<file path="config.mk">
export PLATFORM = sky130hd
export DESIGN_NAME = traffic_phase_controller
export DESIGN_NICKNAME = d
export VERILOG_FILES = /design/src/rtl/tlc_pkg.sv /design/src/rtl/tlc_phase_arbiter.sv /design/src/rtl/traffic_phase_controller.sv
export SDC_FILE = /design/constraint.sdc
export NUM_CORES = 1
export LEC_CHECK = 0
export CAP_MARGIN = 20
export CORE_MARGIN = 2
export CORE_UTILIZATION = 57
export CTS_CLUSTER_SIZE = 12
export DETAILED_ROUTE_END_ITERATION = 10
export MAX_ROUTING_LAYER = met4
export PLACE_DENSITY = 0.84
export SYNTH_ARGS = -nofsm -noshare
export SYNTH_HDL_FRONTEND = slang
export SYNTH_SLANG_ARGS = --single-unit
</file>
<file path="constraint.sdc">
create_clock -name clk -period 5.1 [get_ports clk]
set_input_delay 0.51 -clock clk [delete_from_list [all_inputs] [get_ports clk]]
set_output_delay 0.51 -clock clk [all_outputs]
set_load 0.005 [all_outputs]
</file>
<file path="src/rtl/tlc_pkg.sv">
// Shared types and constants for the N-phase traffic controller.
// Light triplets are {R,Y,G} one-hot, packed three bits per phase.
package tlc_pkg;

    typedef enum logic [1:0] {
        ST_GREEN   = 2'b00,
        ST_YELLOW  = 2'b01,
        ST_ALLRED  = 2'b10,
        ST_PREEMPT = 2'b11
    } tlc_state_e;

    localparam logic [2:0] LIGHT_RED    = 3'b100;
    localparam logic [2:0] LIGHT_YELLOW = 3'b010;
    localparam logic [2:0] LIGHT_GREEN  = 3'b001;

    function automatic int light_lsb(input int phase);
        return 3 * phase;
    endfunction

endpackage

</file>
<file path="src/rtl/tlc_phase_arbiter.sv">
// Round-robin demand search: first latched call after the active phase,
// wrapping; falls back to the next phase in sequence when nothing is latched.
module tlc_phase_arbiter #(
    parameter int NUM_PHASES = 4,
    parameter int PH_W       = 2
) (
    input  logic [NUM_PHASES-1:0] dem_q,
    input  logic [PH_W-1:0]       active_phase,
    output logic [PH_W-1:0]       next_phase,
    output logic                  any_other_demand
);

    always_comb begin
        logic [PH_W-1:0] idx;
        logic            found;
        idx              = '0;
        found            = 1'b0;
        next_phase       = PH_W'((int'(active_phase) + 1) % NUM_PHASES);
        any_other_demand = 1'b0;
        // k == NUM_PHASES wraps back onto the active phase itself, searched last
        for (int k = 1; k <= NUM_PHASES; k++) begin
            idx = PH_W'((int'(active_phase) + k) % NUM_PHASES);
            if (!found && dem_q[idx]) begin
                next_phase = idx;
                found      = 1'b1;
            end
            if (k != NUM_PHASES && dem_q[idx]) begin
                any_other_demand = 1'b1;
            end
        end
    end

endmodule

</file>
<file path="src/rtl/traffic_phase_controller.sv">
// N-phase traffic-light controller: demand-actuated round-robin with
// rest-in-green, tick-enable timebase and emergency preemption.
module traffic_phase_controller
    import tlc_pkg::*;
#(
    parameter int NUM_PHASES   = 4,
    parameter int CNT_W        = 8,
    parameter int GREEN_TICKS  = 7,
    parameter int YELLOW_TICKS = 2,
    parameter int ALLRED_TICKS = 1,
    parameter int PH_W         = (NUM_PHASES > 1) ? $clog2(NUM_PHASES) : 1
) (
    input  logic                    clk,
    input  logic                    rst,
    input  logic                    tick_en,
    input  logic [NUM_PHASES-1:0]   demand,
    input  logic                    preempt_req,
    input  logic [PH_W-1:0]         preempt_phase,
    output logic [3*NUM_PHASES-1:0] lights,
    output logic [PH_W-1:0]         active_phase,
    output logic [1:0]              fsm_state,
    output logic                    preempt_ack
);

    function automatic logic [CNT_W-1:0] dur(input int ticks);
        return (ticks <= 0) ? CNT_W'(1) : CNT_W'(ticks);
    endfunction

    tlc_state_e            state_q, state_d;
    logic [PH_W-1:0]       phase_q, phase_d;
    logic [CNT_W-1:0]      timer_q, timer_d;
    logic [NUM_PHASES-1:0] dem_q, dem_d;
    logic                  pend_q, pend_d;
    logic [PH_W-1:0]       tgt_q, tgt_d;
    logic                  req_prev_q, req_prev_d;

    logic                  req_rise, tgt_valid, capture, pend_eff;
    logic [PH_W-1:0]       tgt_eff;
    logic [PH_W-1:0]       next_phase;
    logic                  any_other_demand;
    logic                  expired, enter_serve;
    logic [NUM_PHASES-1:0] non_red;

    tlc_phase_arbiter #(
        .NUM_PHASES (NUM_PHASES),
        .PH_W       (PH_W)
    ) u_arbiter (
        .dem_q            (dem_q),
        .active_phase     (phase_q),
        .next_phase       (next_phase),
        .any_other_demand (any_other_demand)
    );

    // A request is only captured on its rising edge and held while the level stays high;
    // dropping the level cancels a pending request or ends an active preemption.
    always_comb begin
        req_rise   = preempt_req & ~req_prev_q;
        tgt_valid  = int'(preempt_phase) < NUM_PHASES;
        capture    = req_rise & tgt_valid & ~pend_q;
        pend_eff   = preempt_req & (pend_q | capture);
        tgt_eff    = capture ? preempt_phase : tgt_q;
        pend_d     = pend_eff;
        tgt_d      = tgt_eff;
        req_prev_d = preempt_req;
    end

    always_comb begin
        state_d = state_q;
        phase_d = phase_q;
        timer_d = timer_q;
        expired = (timer_q <= CNT_W'(1));
        unique case (state_q)
            ST_GREEN: begin
                if (pend_eff) begin
                    // preemption cuts green short regardless of the timebase
                    if (tgt_eff == phase_q) begin
                        state_d = ST_PREEMPT;
                    end else begin
                        state_d = ST_YELLOW;
                        timer_d = dur(YELLOW_TICKS);
                    end
                end else if (tick_en) begin
                    if (!expired) begin
                        timer_d = timer_q - CNT_W'(1);
                    end else if (any_other_demand) begin
                        state_d = ST_YELLOW;
                        timer_d = dur(YELLOW_TICKS);
                    end else begin
                        timer_d = dur(GREEN_TICKS);
                    end
                end
            end
            ST_YELLOW: begin
                if (tick_en) begin
                    if (expired) begin
                        state_d = ST_ALLRED;
                        timer_d = dur(ALLRED_TICKS);
                    end else begin
                        timer_d = timer_q - CNT_W'(1);
                    end
                end
            end
            ST_ALLRED: begin
                if (tick_en) begin
                    if (!expired) begin
                        timer_d = timer_q - CNT_W'(1);
                    end else if (pend_eff) begin
                        state_d = ST_PREEMPT;
                        phase_d = tgt_eff;
                        timer_d = dur(GREEN_TICKS);
                    end else begin
                        state_d = ST_GREEN;
                        phase_d = next_phase;
                        timer_d = dur(GREEN_TICKS);
                    end
                end
            end
            ST_PREEMPT: begin
                if (!preempt_req) begin
                    state_d = ST_YELLOW;
                    timer_d = dur(YELLOW_TICKS);
                end
            end
            default: begin
                state_d = ST_ALLRED;
                timer_d = dur(ALLRED_TICKS);
            end
        endcase

        // a call arriving on the very cycle its phase is served is absorbed by that service
        enter_serve = ((state_d == ST_GREEN)   && (state_q != ST_GREEN)) ||
                      ((state_d == ST_PREEMPT) && (state_q != ST_PREEMPT));
        dem_d = dem_q | demand;
        if (enter_serve) begin
            dem_d[phase_d] = 1'b0;
        end
    end

    always_ff @(posedge clk or negedge rst) begin
        if (!rst) begin
            state_q    <= ST_ALLRED;
            phase_q    <= PH_W'(NUM_PHASES - 1);
            timer_q    <= dur(ALLRED_TICKS);
            dem_q      <= '0;
            pend_q     <= 1'b0;
            tgt_q      <= '0;
            req_prev_q <= 1'b0;
        end else begin
            state_q    <= state_d;
            phase_q    <= phase_d;
            timer_q    <= timer_d;
            dem_q      <= dem_d;
            pend_q     <= pend_d;
            tgt_q      <= tgt_d;
            req_prev_q <= req_prev_d;
        end
    end

    always_comb begin
        lights  = '0;
        non_red = '0;
        for (int i = 0; i < NUM_PHASES; i++) begin
            lights[light_lsb(i) +: 3] = LIGHT_RED;
            if (PH_W'(i) == phase_q) begin
                unique case (state_q)
                    ST_GREEN, ST_PREEMPT: lights[light_lsb(i) +: 3] = LIGHT_GREEN;
                    ST_YELLOW:            lights[light_lsb(i) +: 3] = LIGHT_YELLOW;
                    default:              lights[light_lsb(i) +: 3] = LIGHT_RED;
                endcase
            end
            non_red[i] = (lights[light_lsb(i) +: 3] != LIGHT_RED);
        end
    end

    assign active_phase = phase_q;
    assign fsm_state    = state_q;
    assign preempt_ack  = (state_q == ST_PREEMPT);

    a_single_non_red: assert property (@(posedge clk) disable iff (!rst) $onehot0(non_red));

endmodule

</file>
==> results of run 1 <==
[tightest hold or removal path: stages, from the launching register on]
cell and delay (ns):
dfrtp_1 0.38, nand2_1 0.06, nand2_1 0.07
[where the power goes]
| part | switching (mW) | internal, mW | leakage [nW] |
|---|---|---|---|
| clock network | 0.0489 | 0.0435 | 0.0210 |
| registers | 0.112 | 0.227 | 0.233 |
| logic | 0.403 | 0.384 | 0.539 |
| total | 0.563 | 0.654 | 0.793 |
[state kept, by name, indices dropped and copies added, names as in the netlist]
name	flops
timer_q	8
dem_q	4
active_phase	2
fsm_state	2
tgt_q	2
pend_q	1
req_prev_q	1
[worst min-delay path by stage]
stage | start | end | slack, ns
after floorplan | rst | dem_q[0] | 0.21
after global placement | tgt_q[0] | tgt_q[0] | 0.51
final | tgt_q[0] | tgt_q[0] | 0.55
after global routing | tgt_q[1] | tgt_q[1] | 0.60
after detailed placement | tgt_q[0] | tgt_q[0] | 0.52
after CTS | tgt_q[0] | tgt_q[0] | 0.55
[kinds of logic (layout without fill, tap and decap cells)]
| family | Yosys count | after routing | synth area share, % |
|---|---|---|---|
| buffers and inverters | 23 | 44 | 5.428 |
| DFF | 20 | 20 | 30.89 |
| and+or+nand+nor | 76 | 76 | 26.30 |
| AOI/OAI and AO/OA | 48 | 48 | 21.10 |
| adders and majority gates | 10 | 10 | 7.645 |
| muxes | 7 | 7 | 5.428 |
| xor gates and xnor gates | 6 | 6 | 3.211 |
[cell type report]
class	count	area (um^2)
inverter	13	48.80
multi-input combinational	147	1042
timing repair buffer	27	265.3
fill	227	797.0
sequential	20	505.5
tap	31	38.79
clock buffer	4	36.28
[layer usage]
metal  vias up  share of wire (%)  wire (um)
li1        732                  -          -
met1       742                 46       1816
met2        52                 49       1970
met3         2                4.4        175
met4         0               0.50         20
met5         -                  0          0
[per-stage QoR]
stage / total power, mW / instances / hold slack, ns / setup slack [ns] / area (um^2)
floorplan: 0.8505 / 190 / 0.2144 / 2.623 / 1637
global placement: 1.076 / 237 / 0.5109 / 1.834 / 1896
detailed placement: 1.108 / 237 / 0.5219 / 1.747 / 1896
CTS: 1.209 / 241 / 0.5472 / 2.036 / 1932
global route: 1.318 / 242 / 0.6014 / 1.950 / 1937
finish: 1.218 / 242 / 0.5452 / 2.137 / 1937
[cell usage in the layout (no fill, tap or decap), types with 3 or more instances in the layout]
cell type,count
xor2_1,5
nor2_1,18
nand2_1,8
nor2b_1,5
a21oi_1,10
nand3_1,10
nor3_1,4
ha_1,10
dfrtp_1,16
o32a_1,5
or2_2,3
clkdlybuf4s50_1,26
nand2b_1,6
mux2i_1,4
inv_1,12
and2_1,7
o21ai_0,9
dfstp_2,4
clkbuf_4,3
nand3b_1,3
==> run summary, run 1 <==
Outcome: finished clean
Post-CTS sizing: 0
Worst path required time: 5.29 ns
Cell taking the most area after synthesis: dfrtp_1
Power Density: 628.7 nW/um^2
CP top delay family: compound AO/OA/AOI/OAI gates
Later-pin clock latency in the skew report: 0.30 ns
Clk Tree Root Cell: clkbuf_4
Syn_nets: 210
Critical Path End: dem_q[3]
Final Net Count: 232
Cells on worst reg2reg path: 7
Launching point of the worst reg2reg path: active_phase[0]
Worst Skew: 0.001835 ns
WS Path Type: register to register
CP Depth: 7
Seq/Total Area, Yosys: 30.89%
Peak VDD IR: 0.0005417 V
Fin util: 70.85%
CTS tree: built
Routability cong.: 0.9187
Post-synth top area share: 24.46%
Die area: 3316 um^2
CP most frequent cell: o32a_1
Num Clock Sinks: 20
CP bufs+invs: 0
Hold/Removal Path Class: register to register
I/O pin cnt: 27
Total grt overflow: 0
Cell area after synthesis: 1637 um^2
Most common cell in the synthesized netlist: nor2_1
RR Endpoint: dem_q[3]
WHS Path Cells: 2
Routed len/inst: 16.46 um
Static Leak: 0.7932 nW
Largest net degree at the start of global routing: 21
Ranking of synthesized cells by area: dfrtp_1 24%, ha_1 7.6%, dfstp_2 6.4%, nor2_1 4.1%, a21oi_1 3.1%
Initial antenna violation count: 0
Via density per instance: 6.314
Unrepaired setup endpoints after global routing: no
Setup crit end kind: register
# setup viols final: 0
Syn. warnings: 0
Crit path largest cell delay: 0.75 ns
IO Port Bufs: 26
Setup crit start kind: register
Proportion of layout cells with a drive suffix above 1: 10.43%
Max-cap violations: 0
Synthesis-to-layout area growth: 18.35%
Vias in the first global route: 1,457
Post-synth cell types: 53
Core area: 2734 um^2
Crit. Startpoint: active_phase[0]
First-pass GRT wire length: 6.637 mm
Final Hold Viols: 0
Met2 capacity usage during global routing: 43.18%
GR met3 Demand/Resource: 3.628%
Row cnt: 19
Min cycle time layout: 2.963 ns
Worst EP arrival: 3.16 ns
Setup TNS: 0 ns
Post-CTS setup buffers: 0
Synth Area per Inst: 8.614 um^2
Fmax: 0.3375 GHz
Routed WL: 3.983 mm
Busiest grt layer: met2
Post-synthesis instance total: 190
Initial Util: 59.86%
Htree depth: 1
GRT Total Usage: 26.23%
Post-synth ARST share: 100.0%
Critical-path cell list: nand2b_1 -> a2111oi_0 -> nor4_2 -> nor3_1 -> o32a_1 -> mux2_4 -> o32a_1
Synth cell count leaders: 18 x nor2_1, 16 x dfrtp_1, 12 x inv_1
Max-slew headroom: 39.30%
Antenna-violating nets left: 0
Chip width: 57.59 um
Synth Register Bits: 20
ANT cells: 0
Period utilisation layout: 58.10%
DRC errors left: 0
Met1 global-route usage: 33.91%
Max-slew violations: 0
Die height: 57.59 um
R2r setup slk: 2.14 ns
CP max stage cell: dfstp_2
Iteration-0 DRC Markers: 75
CTS Buffer Depth: 2
Final HPWL DP: 2.926 mm
Total CTS buffers: 3
1st-pass router iterations: 4
Crit-path max FO: 16
Post-synth EDFFs: 0
Clock transition at path regs: 0.11 ns
Via count: 1,528
Slew @ Worst Pin: 0.9077 ns
Main synth FF type: dfrtp_1
Cts hold-fix bufs: 0
Note: power is estimated with default switching activity, not from simulation.
==> run 2: changes to the inputs <==
--- a/config.mk
+++ b/config.mk
@@ -7,11 +7,11 @@
 export LEC_CHECK = 0
 export CAP_MARGIN = 20
 export CORE_MARGIN = 2
-export CORE_UTILIZATION = 57
+export CORE_UTILIZATION = 48
 export CTS_CLUSTER_SIZE = 12
 export DETAILED_ROUTE_END_ITERATION = 10
 export MAX_ROUTING_LAYER = met4
-export PLACE_DENSITY = 0.84
+export PLACE_DENSITY = 0.75
 export SYNTH_ARGS = -nofsm -noshare
 export SYNTH_HDL_FRONTEND = slang
 export SYNTH_SLANG_ARGS = --single-unit
==> constraint.sdc (replaced) <==
create_clock -name clk -period 2.4 [get_ports clk]
set_input_delay 0.24 -clock clk [delete_from_list [all_inputs] [get_ports clk]]
set_output_delay 0.24 -clock clk [all_outputs]
set_load 0.005 [all_outputs]
==> run 2 against run 1 <==
Compared with the run above: the run now ends with negative setup slack left; non-clock buffer count grew 34; wire length grew 17%; sequential power grew 80%; count of clock-buffer cells in the layout shrank 1; clock power grew to 3.1 times the previous value; clock skew grew 0.0020 ns; cell count grew 20%; design area grew 21%; largest power group unchanged; core utilization shrank 0.061 points; worst setup slack lost 2.2 ns.
==> run summary, run 2 (synthesized netlist as in run 1, its figures left out) <==
Via density per instance: 5.787
Area after DPL: 2141 um^2
Vias in the first global route: 1,740
DRC errors left: 0
Peak VDD IR: 0.0005742 V
Biggest register: timer_q
Later-pin clock latency in the skew report: 0.32 ns
Cells on worst reg2reg path: 9
Die area: 3893 um^2
Max-slew headroom: 70.09%
Critical Path End: dem_q[1]
Largest register FFs: 8
# setup viols final: 4
Most common cell after layout, fill and taps aside: buf_4
Clock Power Share: 8.9%
# placed instances: 282
Synthesis-to-layout area growth: 43.20%
Setup crit end kind: register
Routed WL: 4.655 mm
I/O pin cnt: 27
GRT Total Usage: 25.76%
Slew @ Worst Pin: 0.4476 ns
Failing checks: negative setup slack
Total CTS buffers: 3
Fin worst setup slack: -0.06334 ns
WS Path Type: register to register
Final HPWL DP: 3.352 mm
Num Clock Sinks: 20
Cts hold-fix bufs: 0
Setup crit start kind: register
Total grt overflow: 0
ANT cells: 0
Max-slew violations: 0
Commonest cells after routing, fill and taps aside: 33 x buf_4, 26 x clkdlybuf4s50_1, 18 x nor2_1
Combinational group share of total power: 71.9%
Hold/Removal Path Class: primary input to asynchronous set/reset pin
Launching point of the worst reg2reg path: active_phase[0]
R2r setup slk: -0.06 ns
Sw Ratio: 42.99%
Static Leak: 0.9778 nW
Power Density: 1352 nW/um^2
Row cnt: 21
RR Endpoint: dem_q[1]
Net Sw Power: 1.362 mW
Initial antenna violation count: 0
Biggest regs: timer_q (8), dem_q (4)
Final Net Count: 266
Clk Tree Root Cell: clkbuf_4
Die height: 62.39 um
Largest net degree at the start of global routing: 21
Iteration-0 DRC Markers: 157
Min cycle time layout: 2.463 ns
Antenna-violating nets left: 0
Int Pwr: 1.806 mW
Period utilisation layout: 102.6%
Routed len/inst: 16.00 um
First-pass GRT wire length: 7.962 mm
Crit. Startpoint: active_phase[0]
Proportion of layout cells with a drive suffix above 1: 27.76%
1st-pass router iterations: 4
Max-cap violations: 0
Via count: 1,684
Final Hold Viols: 0
Design Area, Final: 2344 um^2
IO Port Bufs: 26
CTS tree: built
Core area: 3311 um^2
Non-filler instance count after layout: 291
Routability cong.: 0.8839
Worst EP arrival: 2.68 ns
Fmax: 0.4060 GHz
Unrepaired setup endpoints after global routing: yes
Crit-path max FO: 4
Clock transition at path regs: 0.12 ns
Reg power frac: 19.2%
Initial Util: 49.43%
Chip width: 62.39 um
CTS Buffer Depth: 2
Htree depth: 1
Pre-CTS setup slack: -0.2398 ns
Worst path required time: 2.61 ns
Worst Skew: 0.003833 ns
Outcome: complete, but fails checks
## run 2: how the worst min path moves through the flow
stage / start / endpoint / cells after the start
4_1_cts: rst / timer_q[1] / 2
3_3_place_gp: tgt_q[0] / tgt_q[0] / 2
2_1_floorplan: rst / dem_q[0] / 0
5_1_grt: rst / timer_q[1] / 2
3_5_place_dp: tgt_q[1] / tgt_q[1] / 2
6_report: rst / timer_q[1] / 2
## run 2: worst max-delay path, cell delays in order, from the launching register on
cell      delay (ns)
dfstp_2         0.61
nand2b_1        0.14
buf_4           0.17
nor4_1          0.20
buf_4           0.19
nor4_4          0.04
nor3_1          0.13
o32a_1          0.20
mux2_4          0.34
o32a_1          0.33
## run 2: area by class of cell
class | count | area [um^2]
clock buffer | 3 | 22.52
multi-input combinational | 147 | 1139
inverter | 13 | 48.80
sequential | 20 | 506.7
fill | 266 | 967.2
timing repair buffer | 61 | 539.3
tap | 46 | 57.56
clock inverter | 1 | 30.03
## run 2: power groups by stage
stage	Sequential [mW]	Combinational [mW]	Clock, mW
finish	0.609	2.28	0.282
global route	0.629	2.47	0.309
CTS	0.606	2.22	0.285
detailed placement	0.622	1.99	0
global placement	0.608	1.91	0
floorplan	0.596	1.21	0
## run 2: per-layer routing
metal,part of all wire (%),up-vias,GRT usage [%]
li1,-,804,-
met1,43,830,31.21
met2,53,47,46.33
met3,3.7,3,2.162
met4,0.77,0,6.944
met5,0,-,-
## run 2: stage by stage
stage               util (%)  power [mW]  hold WS (ns)  setup TNS, ns
floorplan                  -       1.810      -0.05559              0
global placement       64.66       2.521        0.5137        -0.7742
detailed placement     64.66       2.614        0.5332         -1.152
CTS                    70.33       3.112        0.2562      -0.008355
global route           70.79       3.407        0.2541        -0.4081
finish                 70.79       3.168        0.2420        -0.2345
## run 2: repair_timing
| item | CTS | global route |
|---|---|---|
| setup endpoints to repair | 4 | 9 |
| endpoints found under the hold margin | 0 | 0 |
| pin swaps | 5 | 1 |
| buffers inserted | 4 | 1 |
| resized for setup | 17 | 3 |
